$ cat src/rtl/multicycle_cu.sv
// Multicycle MIPS control unit: Moore FSM that sequences fetch, decode, execute,
// memory and write-back over a shared datapath, with cycle and retire counters.
module multicycle_cu (
  input  logic        clk,
  input  logic        rst_n,
  input  logic [5:0]  opcode,
  input  logic        mem_ready,
  output logic        pc_write,
  output logic        pc_write_cond,
  output logic        iord,
  output logic        mem_read,
  output logic        mem_write,
  output logic        mem_to_reg,
  output logic        ir_write,
  output logic        reg_dst,
  output logic        reg_write,
  output logic        alu_src_a,
  output logic [1:0]  alu_src_b,
  output logic [1:0]  alu_op,
  output logic [1:0]  pc_source,
  output logic [3:0]  state,
  output logic        halted,
  output logic [31:0] cycle_count,
  output logic [31:0] instr_count
);

  localparam logic [5:0] OP_R    = 6'h00;
  localparam logic [5:0] OP_LW   = 6'h23;
  localparam logic [5:0] OP_SW   = 6'h2B;
  localparam logic [5:0] OP_BEQ  = 6'h04;
  localparam logic [5:0] OP_ADDI = 6'h08;
  localparam logic [5:0] OP_J    = 6'h02;

  typedef enum logic [3:0] {
    S_FETCH   = 4'd0,
    S_DECODE  = 4'd1,
    S_MEMADR  = 4'd2,
    S_MEMRD   = 4'd3,
    S_MEMWB   = 4'd4,
    S_MEMWR   = 4'd5,
    S_EXEC    = 4'd6,
    S_RTYPEWB = 4'd7,
    S_BRANCH  = 4'd8,
    S_ADDIEX  = 4'd9,
    S_ADDIWB  = 4'd10,
    S_JUMP    = 4'd11,
    S_ERR     = 4'd15
  } state_t;

  state_t      r_state;
  state_t      w_next;
  logic        w_retire;
  logic [31:0] r_cycle_count;
  logic [31:0] r_instr_count;

  // Raw strobes before gating with rst_n
  logic w_pc_write;
  logic w_pc_write_cond;
  logic w_ir_write;
  logic w_reg_write;
  logic w_mem_write;

  always_ff @(posedge clk or negedge rst_n) begin
    if (!rst_n) begin
      r_state <= S_FETCH;
    end else begin
      r_state <= w_next;
    end
  end

  always_comb begin
    w_next   = r_state;
    w_retire = 1'b0;
    case (r_state)
      S_FETCH: begin
        if (mem_ready) w_next = S_DECODE;
      end
      S_DECODE: begin
        case (opcode)
          OP_LW, OP_SW: w_next = S_MEMADR;
          OP_R:         w_next = S_EXEC;
          OP_BEQ:       w_next = S_BRANCH;
          OP_ADDI:      w_next = S_ADDIEX;
          OP_J:         w_next = S_JUMP;
          default:      w_next = S_ERR;
        endcase
      end
      S_MEMADR: begin
        case (opcode)
          OP_LW:   w_next = S_MEMRD;
          OP_SW:   w_next = S_MEMWR;
          default: w_next = S_ERR;
        endcase
      end
      S_MEMRD: begin
        if (mem_ready) w_next = S_MEMWB;
      end
      S_MEMWR: begin
        if (mem_ready) begin
          w_next   = S_FETCH;
          w_retire = 1'b1;
        end
      end
      S_EXEC:   w_next = S_RTYPEWB;
      S_ADDIEX: w_next = S_ADDIWB;
      S_MEMWB, S_RTYPEWB, S_BRANCH, S_ADDIWB, S_JUMP: begin
        w_next   = S_FETCH;
        w_retire = 1'b1;
      end
      S_ERR:   w_next = S_ERR;
      default: w_next = S_ERR;
    endcase
  end

  always_comb begin
    w_pc_write      = 1'b0;
    w_pc_write_cond = 1'b0;
    w_ir_write      = 1'b0;
    w_reg_write     = 1'b0;
    w_mem_write     = 1'b0;
    iord            = 1'b0;
    mem_read        = 1'b0;
    mem_to_reg      = 1'b0;
    reg_dst         = 1'b0;
    alu_src_a       = 1'b0;
    alu_src_b       = 2'b00;
    alu_op          = 2'b00;
    pc_source       = 2'b00;
    halted          = 1'b0;
    case (r_state)
      S_FETCH: begin
        mem_read   = 1'b1;
        alu_src_b  = 2'b01;
        w_ir_write = mem_ready;
        w_pc_write = mem_ready;
      end
      S_DECODE: begin
        alu_src_b = 2'b11;
      end
      S_MEMADR, S_ADDIEX: begin
        alu_src_a = 1'b1;
        alu_src_b = 2'b10;
      end
      S_MEMRD: begin
        mem_read = 1'b1;
        iord     = 1'b1;
      end
      S_MEMWB: begin
        w_reg_write = 1'b1;
        mem_to_reg  = 1'b1;
      end
      S_MEMWR: begin
        w_mem_write = 1'b1;
        iord        = 1'b1;
      end
      S_EXEC: begin
        alu_src_a = 1'b1;
        alu_op    = 2'b10;
      end
      S_RTYPEWB: begin
        w_reg_write = 1'b1;
        reg_dst     = 1'b1;
      end
      S_BRANCH: begin
        alu_src_a       = 1'b1;
        alu_op          = 2'b01;
        w_pc_write_cond = 1'b1;
        pc_source       = 2'b01;
      end
      S_ADDIWB: begin
        w_reg_write = 1'b1;
      end
      S_JUMP: begin
        w_pc_write = 1'b1;
        pc_source  = 2'b10;
      end
      S_ERR: begin
        halted = 1'b1;
      end
      default: ;
    endcase
  end

  // Gating with rst_n makes an asynchronous reset kill strobes in the same cycle
  assign pc_write      = w_pc_write      & rst_n;
  assign pc_write_cond = w_pc_write_cond & rst_n;
  assign ir_write      = w_ir_write      & rst_n;
  assign reg_write     = w_reg_write     & rst_n;
  assign mem_write     = w_mem_write     & rst_n;

  always_ff @(posedge clk or negedge rst_n) begin
    if (!rst_n) begin
      r_cycle_count <= 32'd0;
      r_instr_count <= 32'd0;
    end else begin
      if (r_state != S_ERR) r_cycle_count <= r_cycle_count + 32'd1;
      if (w_retire)         r_instr_count <= r_instr_count + 32'd1;
    end
  end

  assign state       = r_state;
  assign cycle_count = r_cycle_count;
  assign instr_count = r_instr_count;

endmodule

$ cat config.mk
export PLATFORM = sky130hd
export DESIGN_NAME = multicycle_cu
export DESIGN_NICKNAME = d
export VERILOG_FILES = /design/src/rtl/multicycle_cu.sv
export SDC_FILE = /design/constraint.sdc
export NUM_CORES = 1
export LEC_CHECK = 0
export CAP_MARGIN = 30
export CORE_MARGIN = 4
export CORE_UTILIZATION = 44
export CTS_CLUSTER_SIZE = 12
export DETAILED_ROUTE_END_ITERATION = 12
export PLACE_DENSITY = 0.76
export SLEW_MARGIN = 20
export SYNTH_ARGS = -nofsm -noshare
export SYNTH_HDL_FRONTEND = slang
export SYNTH_SLANG_ARGS = --single-unit
export TNS_END_PERCENT = 30
$ cat constraint.sdc
create_clock -name clk -period 2 [get_ports clk]
set_clock_uncertainty 0.05 [all_clocks]
set_input_delay 0.4 -clock clk [delete_from_list [all_inputs] [get_ports clk]]
set_output_delay 0.4 -clock clk [all_outputs]
set_load 0.03 [all_outputs]
=== After elaboration in Yosys (flattened, before gate mapping) ===
Index checks and enable logic that the tools add are counted.

* Register bits: 68
* Bits in latches: 0
* RAM bits: 0
* Bits in read-only memories: 0
* Memories kept: 0

* Add/subtract/negate cells: 2
* Multiply operators: 0
* Divide/modulo/power cells: 0
* Order comparisons: 0
* Eq/ne operators: 21
* Shift-type cells: 0
* Muxes and demuxes: 22
* Bitwise gates (word level): 5
* Reductions and logical operators: 10

{| class="wikitable"
|+ Operators by type and width
! kind !! count
|-
| adder 32 x 1 -> 32 bit, second input constant || 2
|-
| one-hot mux 4 bit (8 select lines) || 1
|-
| == test 4 bit, second input constant || 5
|-
| one-hot mux 4 bit (5 select lines) || 1
|-
| == test 4 x 3 -> 1 bit, second input constant || 4
|-
| == test 6 bit, second input constant || 2
|-
| two-way mux 4 bit || 3
|-
| two-way mux 1 bit || 11
|-
| == test 4 x 2 -> 1 bit, second input constant || 2
|-
| one-hot mux 2 bit (2 select lines) || 2
|-
| one-hot mux 4 bit (2 select lines) || 1
|-
| OR reduction 2 bit || 4
|-
| == test 6 x 2 -> 1 bit, second input constant || 1
|-
| == test 6 x 3 -> 1 bit, second input constant || 1
|-
| == test 6 x 4 -> 1 bit, second input constant || 1
|-
| zero test 6 bit || 1
|-
| inequality test 2 bit, second input constant || 3
|-
| one-hot mux 2 bit (3 select lines) || 1
|-
| AND 1 bit || 5
|-
| OR reduction 5 bit || 1
|-
| == test 4 x 1 -> 1 bit, second input constant || 1
|-
| zero test 4 bit || 1
|-
| inequality test 4 bit, second input constant || 1
|-
| one-hot mux 1 bit (2 select lines) || 2
|-
| other kinds (3) || 3
|}

=== Depth between registers and ports, before layout ===
Gate-level depths: netlist (run 1).

* Word-level depth: 4
* Mapped depth: 7
* Depth with buffers taken out: 6

=== Worst setup path before layout (run 1) ===
Ideal clock, no wire load.

* Kind: reg-to-output
* Start: reg r_state[3], in the netlist state[3]
* End: out pc_write
* Data arrival time: 1.994 ns
* Data required time: 1.550 ns
* Path slack: -0.444 ns
* Cell stages (with the launch flop): 4
* Path through: dfrtp_1 clkbuf_1 mux2_2 nor3b_1

* Longest elaborated chain between the ends: 3
* Elaborated cells between the ends (all ways): 4
* Those cells by class: eq/ne (1); mux (1); bitwise (1); reduce/logical (1)

{| class="wikitable"
|+ RTL lines
! item !! RTL line !! text
|-
| start: declaration || 50 || <nowiki>state_t r_state;</nowiki>
|-
| start signal: assignment || 67 || <nowiki>r_state <= w_next;</nowiki>
|-
| == test 4 bit or zero test 4 bit (tied branches) || 130 || <nowiki>case (r_state)</nowiki>
|-
| one-hot mux 1 bit (2 select lines) (*) || 130 ||
|-
| AND 1 bit (*) || 185 || <nowiki>assign pc_write = w_pc_write & rst_n;</nowiki>
|-
| end: declaration || 8 || <nowiki>output logic pc_write,</nowiki>
|}

Mark *: on every way between the ends. The rest lies on a longest branch, timed or not.

=== Final worst setup path (run 1) ===
* Start: reg r_state[0], in the netlist state[0]
* End: out pc_write

The elaborated chain is that of the path after synthesis.

==> results of run 1 <==
-- flip-flops by register name, summed over array words and instances, names as in the netlist --
signal,cells
instr_count,32
cycle_count,32
state,4
-- per-stage QoR --
step                      power (uW)  cell area, um2  hold WS, ps  setup WS [ps]  util [%]
after global placement          4390            4740          196           -219      61.7
after CTS                       5570            4940         -173           -176      64.3
after floorplan                 3360            3480         54.4           -115         -
after global routing            6210            5160         63.5           -191      67.1
final                           5900            5160         54.7           -124      67.2
after detailed placement        4450            4740          193           -239      61.7
-- cell usage in the layout, fill, tap and decap left out, types with 5 or more instances in the layout --
cell / n
nand2_1: 34
a21oi_1: 5
xnor2_1: 45
nand3_1: 20
and4_1: 6
nand4_1: 17
and3_1: 7
nor3_1: 14
nor2_1: 21
o21ai_0: 5
buf_6: 9
dlymetal6s2s_1: 9
clkbuf_8: 10
dfrtp_1: 64
xor2_1: 19
inv_1: 7
clkdlybuf4s50_1: 62
buf_4: 55
-- repair_timing --
| action | in CTS | in global routing |
|---|---|---|
| pin swaps | 1 | 6 |
| resized for setup | 10 | 33 |
| gates cloned | 0 | 0 |
| setup endpoints to repair | 11 | 19 |
| setup buffers | 0 | 11 |
| hold endpoints to repair | 2 | 2 |
-- critical path, delay by kind of cell (launching register included) --
kind | cells | cell delay [ps]
DFF | 1 | 490
muxes | 1 | 270
and+or+nand+nor | 2 | 250
buffers and inverters | 2 | 320
-- layer usage --
layer	global-route usage (%)	part of all wire (%)	vias up
met2	30.5	48	86
met5	0	0	-
met3	4.47	5.1	18
met4	6.26	1.7	0
li1	-	-	1471
met1	24.4	45	1479
-- cells by family after synthesis --
kind of cell | count (synthesis) | share of synthesized area (%)
AOI/OAI and AO/OA | 28 | 5.75
xor gates and xnor gates | 64 | 16.2
adders and majority gates | 2 | 0.723
buffers and inverters | 17 | 2.06
DFF | 68 | 49.2
muxes | 3 | 0.941
and+or+nand+nor | 156 | 25.1
-- layout make-up --
type | count | area share [%]
clock buffers | 12 | 2.81
well taps | 102 | 2.47
diodes | 1 | 0.0485
multi-input cells | 253 | 34.6
flip-flops and latches | 68 | 33.1
repair buffers | 142 | 25.5
clock inverters | 4 | 0.945
inverters | 8 | 0.582
-- worst max-delay path by stage --
stage          cells after the start  slack (ps)              end       from
6_report                           5        -120         pc_write   state[0]
4_1_cts                            5        -180        reg_write   state[3]
2_1_floorplan                      2        -110             iord   state[0]
3_3_place_gp                       7        -220  instr_count[31]  mem_ready
5_1_grt                            5        -190         pc_write   state[0]
3_5_place_dp                       7        -240  instr_count[31]  mem_ready
-- report_power, final --
part | switching (uW) | leakage, uW | internal, uW | total, uW
Sequential | 282 | 0.000898 | 1570 | 1860
Clock | 496 | 0.000100 | 609 | 1100
Combinational | 1620 | 0.00146 | 1330 | 2940
==> results.tsv, run 1 <==
stage	metric	value	unit
yosys	area fraction of the dominant cell type after synthesis	49.2	%
setup_path	worst reg-to-reg setup slack	80	ps
setup_path	Max Fanout on Critical Path	8	
floorplanning	Total Die Area	9340	um2
yosys	synthesized cell area	3460	um2
setup_path	CP peak stage delay	490	ps
yosys	Post-synth EDFFs	0	
cells_and_area	Final Non-Filler Cells	590	
routing	total number of vias	3054	
floorplanning	Starting Density	45.0	%
timing	Setup TNS Final	-260	ps
setup_path	Setup CP Type	register to output pin	
timing	Setup violations, final	5	
yosys	Syn. warnings	0	
place	port buffer count	93	
worst_hold_path	worst min path class	input port to async pin	
routing	wire per inst	14.7	um
cts	Max Buffers Root-to-Sink	2	
timing	Slew HR	55.8	%
grt	grt ovf	0	
setup_path	Worst R2R Start	state[3]	
cts	clock slew seen by the registers of the worst setup and hold paths	70	ps
grt	global-route wire length before repair	14400	um
cells_and_area	layout cells sized above 1	22.6	%
cts	root buf cell	clkbuf_8	
timing	RSZ-0062 raised after global routing	true	
cells_and_area	Nets	493	
setup_path	CP Data Required Time	1550	ps
grt	vias in the first global route	2957	
power_and_ir_drop	VDD IR max	0.000991	V
floorplanning	FP Rows	32	
grt	antenna violations before repair	0	
setup_path	r2r worst-path depth	6	
yosys	commonest cells in the netlist	68 x dfrtp_1, 45 x xnor2_1, 36 x nand2_1, 22 x nor2_1, 20 x nand3_1	
run_status	failing checks	setup timing	
cts	H-tree depth	3	
grt	total track usage	18.7	%
yosys	Gate Count Post-Synth	338	
cts	CTS tree	yes	
cells_and_area	Multi-input gate area	1790	um2
floorplanning	core footprint	7690	um2
routing	DR iter-0 viols	84	
place	placed cell count	561	
cells_and_area	Register Area	1710	um2
setup_path	CP Cell Sequence	buf_6 > nand2_4 > mux2_4 > nor3b_4 > buf_6	
routing	First-pass DRT Iterations	4	
place	post-DP HPWL	6540	um
routing	Via density	5.18	
timing	worst slew pin tran	663	ps
timing	Hold Vio Cnt, Final	0	
yosys	dominant cells by area after synthesis	dfrtp_1 49%, xnor2_1 11%, xor2_1 4.8%	
floorplanning	I/O pins	94	
timing	clock period minus worst slack	2120	ps
routing	aggregate routed wire length	8700	um
timing	Final WS setup	-124	ps
setup_path	RR Endpoint	instr_count[31]	
floorplanning	chip height	96.7	um
cts	CTS buffer count	9	
yosys	net count after synthesis	349	
setup_path	critical path endpoint category	output pin	
yosys	Synth area leader	dfrtp_1	
yosys	ys async rst share	100	%
timing	final period utilization	106	%
run_status	outcome	complete, but fails checks	
setup_path	worst endpoint data arrival time	1670	ps
cts	Skew-Pair Late Insertion Delay	340	ps
yosys	synth unique cells	51	
setup_path	most used cell, CP	buf_6	
yosys	ys flop type	dfrtp_1	
yosys	Seq cells post-synth	68	
power_and_ir_drop	Pwr Density	1140	nW/um2
power_and_ir_drop	Leak	0.00245	uW
yosys	most common cell in the netlist	dfrtp_1	
floorplanning	chip width	96.7	um
timing	Achievable Freq	471	MHz
grt	largest net degree at the start of global routing	56	
job	Max Cap Violations	0	
place	RePlAce Congestion	0.838	
cts	clk sinks	68	
yosys	Syn Area/Cell	10.2	um2
yosys	sequential fraction of the synthesis area	49.2	%
routing	Antenna Nets Post-Route	0	
setup_path	CP max-delay cell	dfrtp_2	
cells_and_area	FILL cells	627	
setup_path	Setup crit start kind	register	
timing	max-slew violation count	0	
routing	Remaining DRCs	0	
cells_and_area	P&R area growth vs syn	49.3	%
(Power assumes the default switching activity.)
==> run 2: changes to the inputs <==
Settings changed: ABC_AREA set to 1, CORE_UTILIZATION 44 to 45, PLACE_DENSITY 0.76 to 0.74.
==> run 2 against run 1 <==
Compared with the run above:
- clock power about the same
- largest power group is now registers
- largest cell class unchanged
- worst hold slack worse by 12 ps
- critical path depth up 3
- the run still ends with setup timing left
- synthesized area up 28%
- highest routed layer unchanged
- count of clock-buffer cells in the layout down 3
- sequential share of layout area down 4.4 points
- routed wire length up 42%
- cell count up 56%
- flip-flop and latch count unchanged
==> results.tsv, run 2 <==
stage	metric	value	unit	change
timing	RSZ-0062 raised after global routing	true		
yosys	dominant cells by area after synthesis	dfrtp_1 39%, nand2_1 21%, nor2_1 10%		
setup_path	Setup crit start kind	register		
cells_and_area	commonest cells after routing, fill and taps aside	245 x nand2_1, 111 x nor2_1, 67 x inv_1		
grt	grt ovf	0		unchanged
yosys	most common cell in the netlist	nand2_1		
run_status	outcome	complete, but fails checks		
grt	total track usage	22.2	%	+3.5 points
cells_and_area	P&R area growth vs syn	35.2	%	
routing	total number of vias	4574		+50%
cells_and_area	Final Non-Filler Cells	923		+56%
setup_path	worst endpoint data arrival time	1580	ps	-90 ps
floorplanning	Total Die Area	11500	um2	+23%
floorplanning	I/O pins	94		unchanged
cts	clk sinks	68		unchanged
timing	Setup violations, final	1		-4
yosys	Synth area leader	dfrtp_1		
place	post-DP HPWL	9410	um	+44%
cts	H-tree depth	3		unchanged
routing	First-pass DRT Iterations	5		+1
cells_and_area	Nets	801		+62%
floorplanning	Starting Density	47.1	%	+2.1 points
grt	antenna violations before repair	0		unchanged
routing	Remaining DRCs	0		unchanged
cts	Hold-fix buffers, CTS	0		
grt	vias in the first global route	4406		+49%
yosys	Post-synth EDFFs	0		unchanged
floorplanning	FP Rows	35		+9.4%
grt	global-route wire length before repair	20600	um	+43%
floorplanning	chip height	107	um	+11%
setup_path	worst setup path start	state[2]		
setup_path	buffers and inverters on the worst path	4		+2
place	DP Area	5560	um2	+17%
cts	CTS tree	yes		
yosys	Seq cells post-synth	68		unchanged
timing	Setup TNS Final	-28.6	ps	+231 ps
setup_path	CP delay by family, top	simple AND/OR/NAND/NOR gates		
power_and_ir_drop	Pwr Density	430	nW/um2	-62%
timing	Slew HR	72.3	%	+17 points
power_and_ir_drop	Leak	0.00295	uW	+20%
cts	CTS buffer count	9		unchanged
yosys	Gate Count Post-Synth	668		+98%
timing	clock period minus worst slack	2030	ps	-95.2 ps
yosys	net count after synthesis	679		+95%
place	RePlAce Congestion	0.889		+6.0%
yosys	Syn Area/Cell	6.61	um2	-35%
worst_hold_path	worst min path class	input port to async pin		
timing	max-slew violation count	0		unchanged
yosys	commonest cells in the netlist	250 x nand2_1, 120 x nor2_1, 71 x inv_1, 68 x dfrtp_1, 29 x nand3_1		
place	placed cell count	898		+60%
setup_path	CP Cell Sequence	inv_4 > nor2_4 > inv_2 > nor2_4 > nor3_4 > or2_4 > inv_2 > buf_6		
cts	root buf cell	clkbuf_8		
routing	Antenna Nets Post-Route	0		unchanged
cells_and_area	diode count	0		-1
place	port buffer count	93		unchanged
setup_path	CP Data Required Time	1550	ps	about the same
yosys	synthesized cell area	4410	um2	+28%
timing	Achievable Freq	493	MHz	+4.7%
setup_path	CP max-delay cell	dfrtp_2		
power_and_ir_drop	VDD IR max	0.000291	V	-71%
cells_and_area	Post-Layout Inst Area	5970	um2	+16%
cells_and_area	layout cells sized above 1	12.1	%	-10 points
cts	Skew-Pair Late Insertion Delay	340	ps	about the same
setup_path	Setup CP Type	register to output pin		
cells_and_area	commonest non-fill, non-tap cell in the layout	nand2_1		
floorplanning	core footprint	9370	um2	+22%
grt	largest net degree at the start of global routing	69		+23%
power_and_ir_drop	total power	2560	uW	-57%
setup_path	CP peak stage delay	430	ps	-60 ps
run_status	failing checks	setup timing		
floorplanning	chip width	107	um	+11%
routing	DR iter-0 viols	230		+170%
job	Max Cap Violations	0		unchanged
timing	worst slew pin tran	413	ps	-250 ps
cts	Max Buffers Root-to-Sink	2		unchanged
yosys	area fraction of the dominant cell type after synthesis	38.6	%	-11 points
yosys	sequential fraction of the synthesis area	38.6	%	-11 points
routing	wire per inst	13.4	um	-9.2%
yosys	ys async rst share	100	%	unchanged
timing	Hold Vio Cnt, Final	0		unchanged
setup_path	Max Fanout on Critical Path	3		-5
routing	aggregate routed wire length	12400	um	+42%
timing	Final WS setup	-28.6	ps	+95.2 ps
routing	Via density	4.96		-4.3%
setup_path	Worst R2R Start	state[3]		
yosys	ys flop type	dfrtp_1		
yosys	Syn. warnings	0		unchanged
setup_path	critical path endpoint category	output pin		
yosys	synth unique cells	27		-47%
timing	final period utilization	101	%	-4.8 points
cts	clock slew seen by the registers of the worst setup and hold paths	80	ps	about the same
[run 2: changes by cell type after synthesis, moves of 4 or more]
cell | before | now
xnor2_1 | 45 | 12
nand4_1 | 17 | 11
nand3_1 | 20 | 29
xor2_1 | 19 | 25
and4_1 | 6 | 0
and3_1 | 7 | 0
nand3b_1 | 0 | 10
o21ai_0 | 6 | 21
nand2_1 | 36 | 250
inv_1 | 7 | 71
nor2b_1 | 7 | 0
and2_1 | 4 | 0
nor2_1 | 22 | 120
clkbuf_1 | 4 | 0
[run 2: per-stage QoR]
step	utilization (%)	hold WS, ps	worst slack, ps
finish	63.7	42.4	-28.6
global placement	59.4	439	49.6
floorplan	-	54.4	1.27
detailed placement	59.4	442	15.0
global route	63.7	50.0	-97.5
CTS	62.5	300	-30.9
[run 2: per-layer routing]
| layer | track usage, % | vias to the layer above | wire length [um] |
|---|---|---|---|
| li1 | - | 2303 | - |
| met2 | 38.8 | 125 | 6110 |
| met3 | 4.39 | 23 | 664 |
| met1 | 27.2 | 2123 | 5330 |
| met4 | 7.49 | 0 | 254 |
| met5 | 0 | - | 0 |
[run 2: what timing repair did]
action | CTS | global route
setup buffers | 6 | 3
pin swaps | 4 | 3
cloned | 0 | 0
gates resized for setup | 32 | 40
endpoints found under the setup margin | 11 | 32
[run 2: power by group]
group	leakage [uW]	internal (uW)	total (uW)	switching [uW]
logic	0.00195	25.0	68.6	43.6
clock network	0.0000873	568	1120	552
registers	0.000913	1370	1370	0
[run 2: final timing paths]
kind / endpoint / slack (ps) / cells past startpoint
hold reg to reg: cycle_count[29] / 460 / 2
hold / removal: instr_count[2] / 40 / 2
setup / recovery: reg_write / -30 / 8
setup reg to reg: cycle_count[15] / 150 / 9
max in group asynchronous: state[0] / 1310 / 3
min in group clk: cycle_count[29] / 460 / 2
[run 2: cell families (layout without fill, tap and decap cells)]
kind of cell             count (synthesis)  after routing  share of synthesized area [%]
AO/OA/AOI/OAI                           30             30                           3.57
XOR/XNOR                                37             37                           7.34
adder cells (fa/ha/maj)                  2              2                          0.567
buffers and inverters                   82            208                           7.74
flip-flops                              68             68                           38.6
AND/OR/NAND/NOR                        449            449                           42.2
[run 2: area by class of cell]
cell class / instances / area [um2]
well taps: 129 / 161
multi-input cells: 518 / 2460
repair buffers: 118 / 1160
inverters: 75 / 287
clock buffers: 9 / 124
fillers: 873 / 3400
clock inverters: 6 / 66.3
flip-flops and latches: 68 / 1710
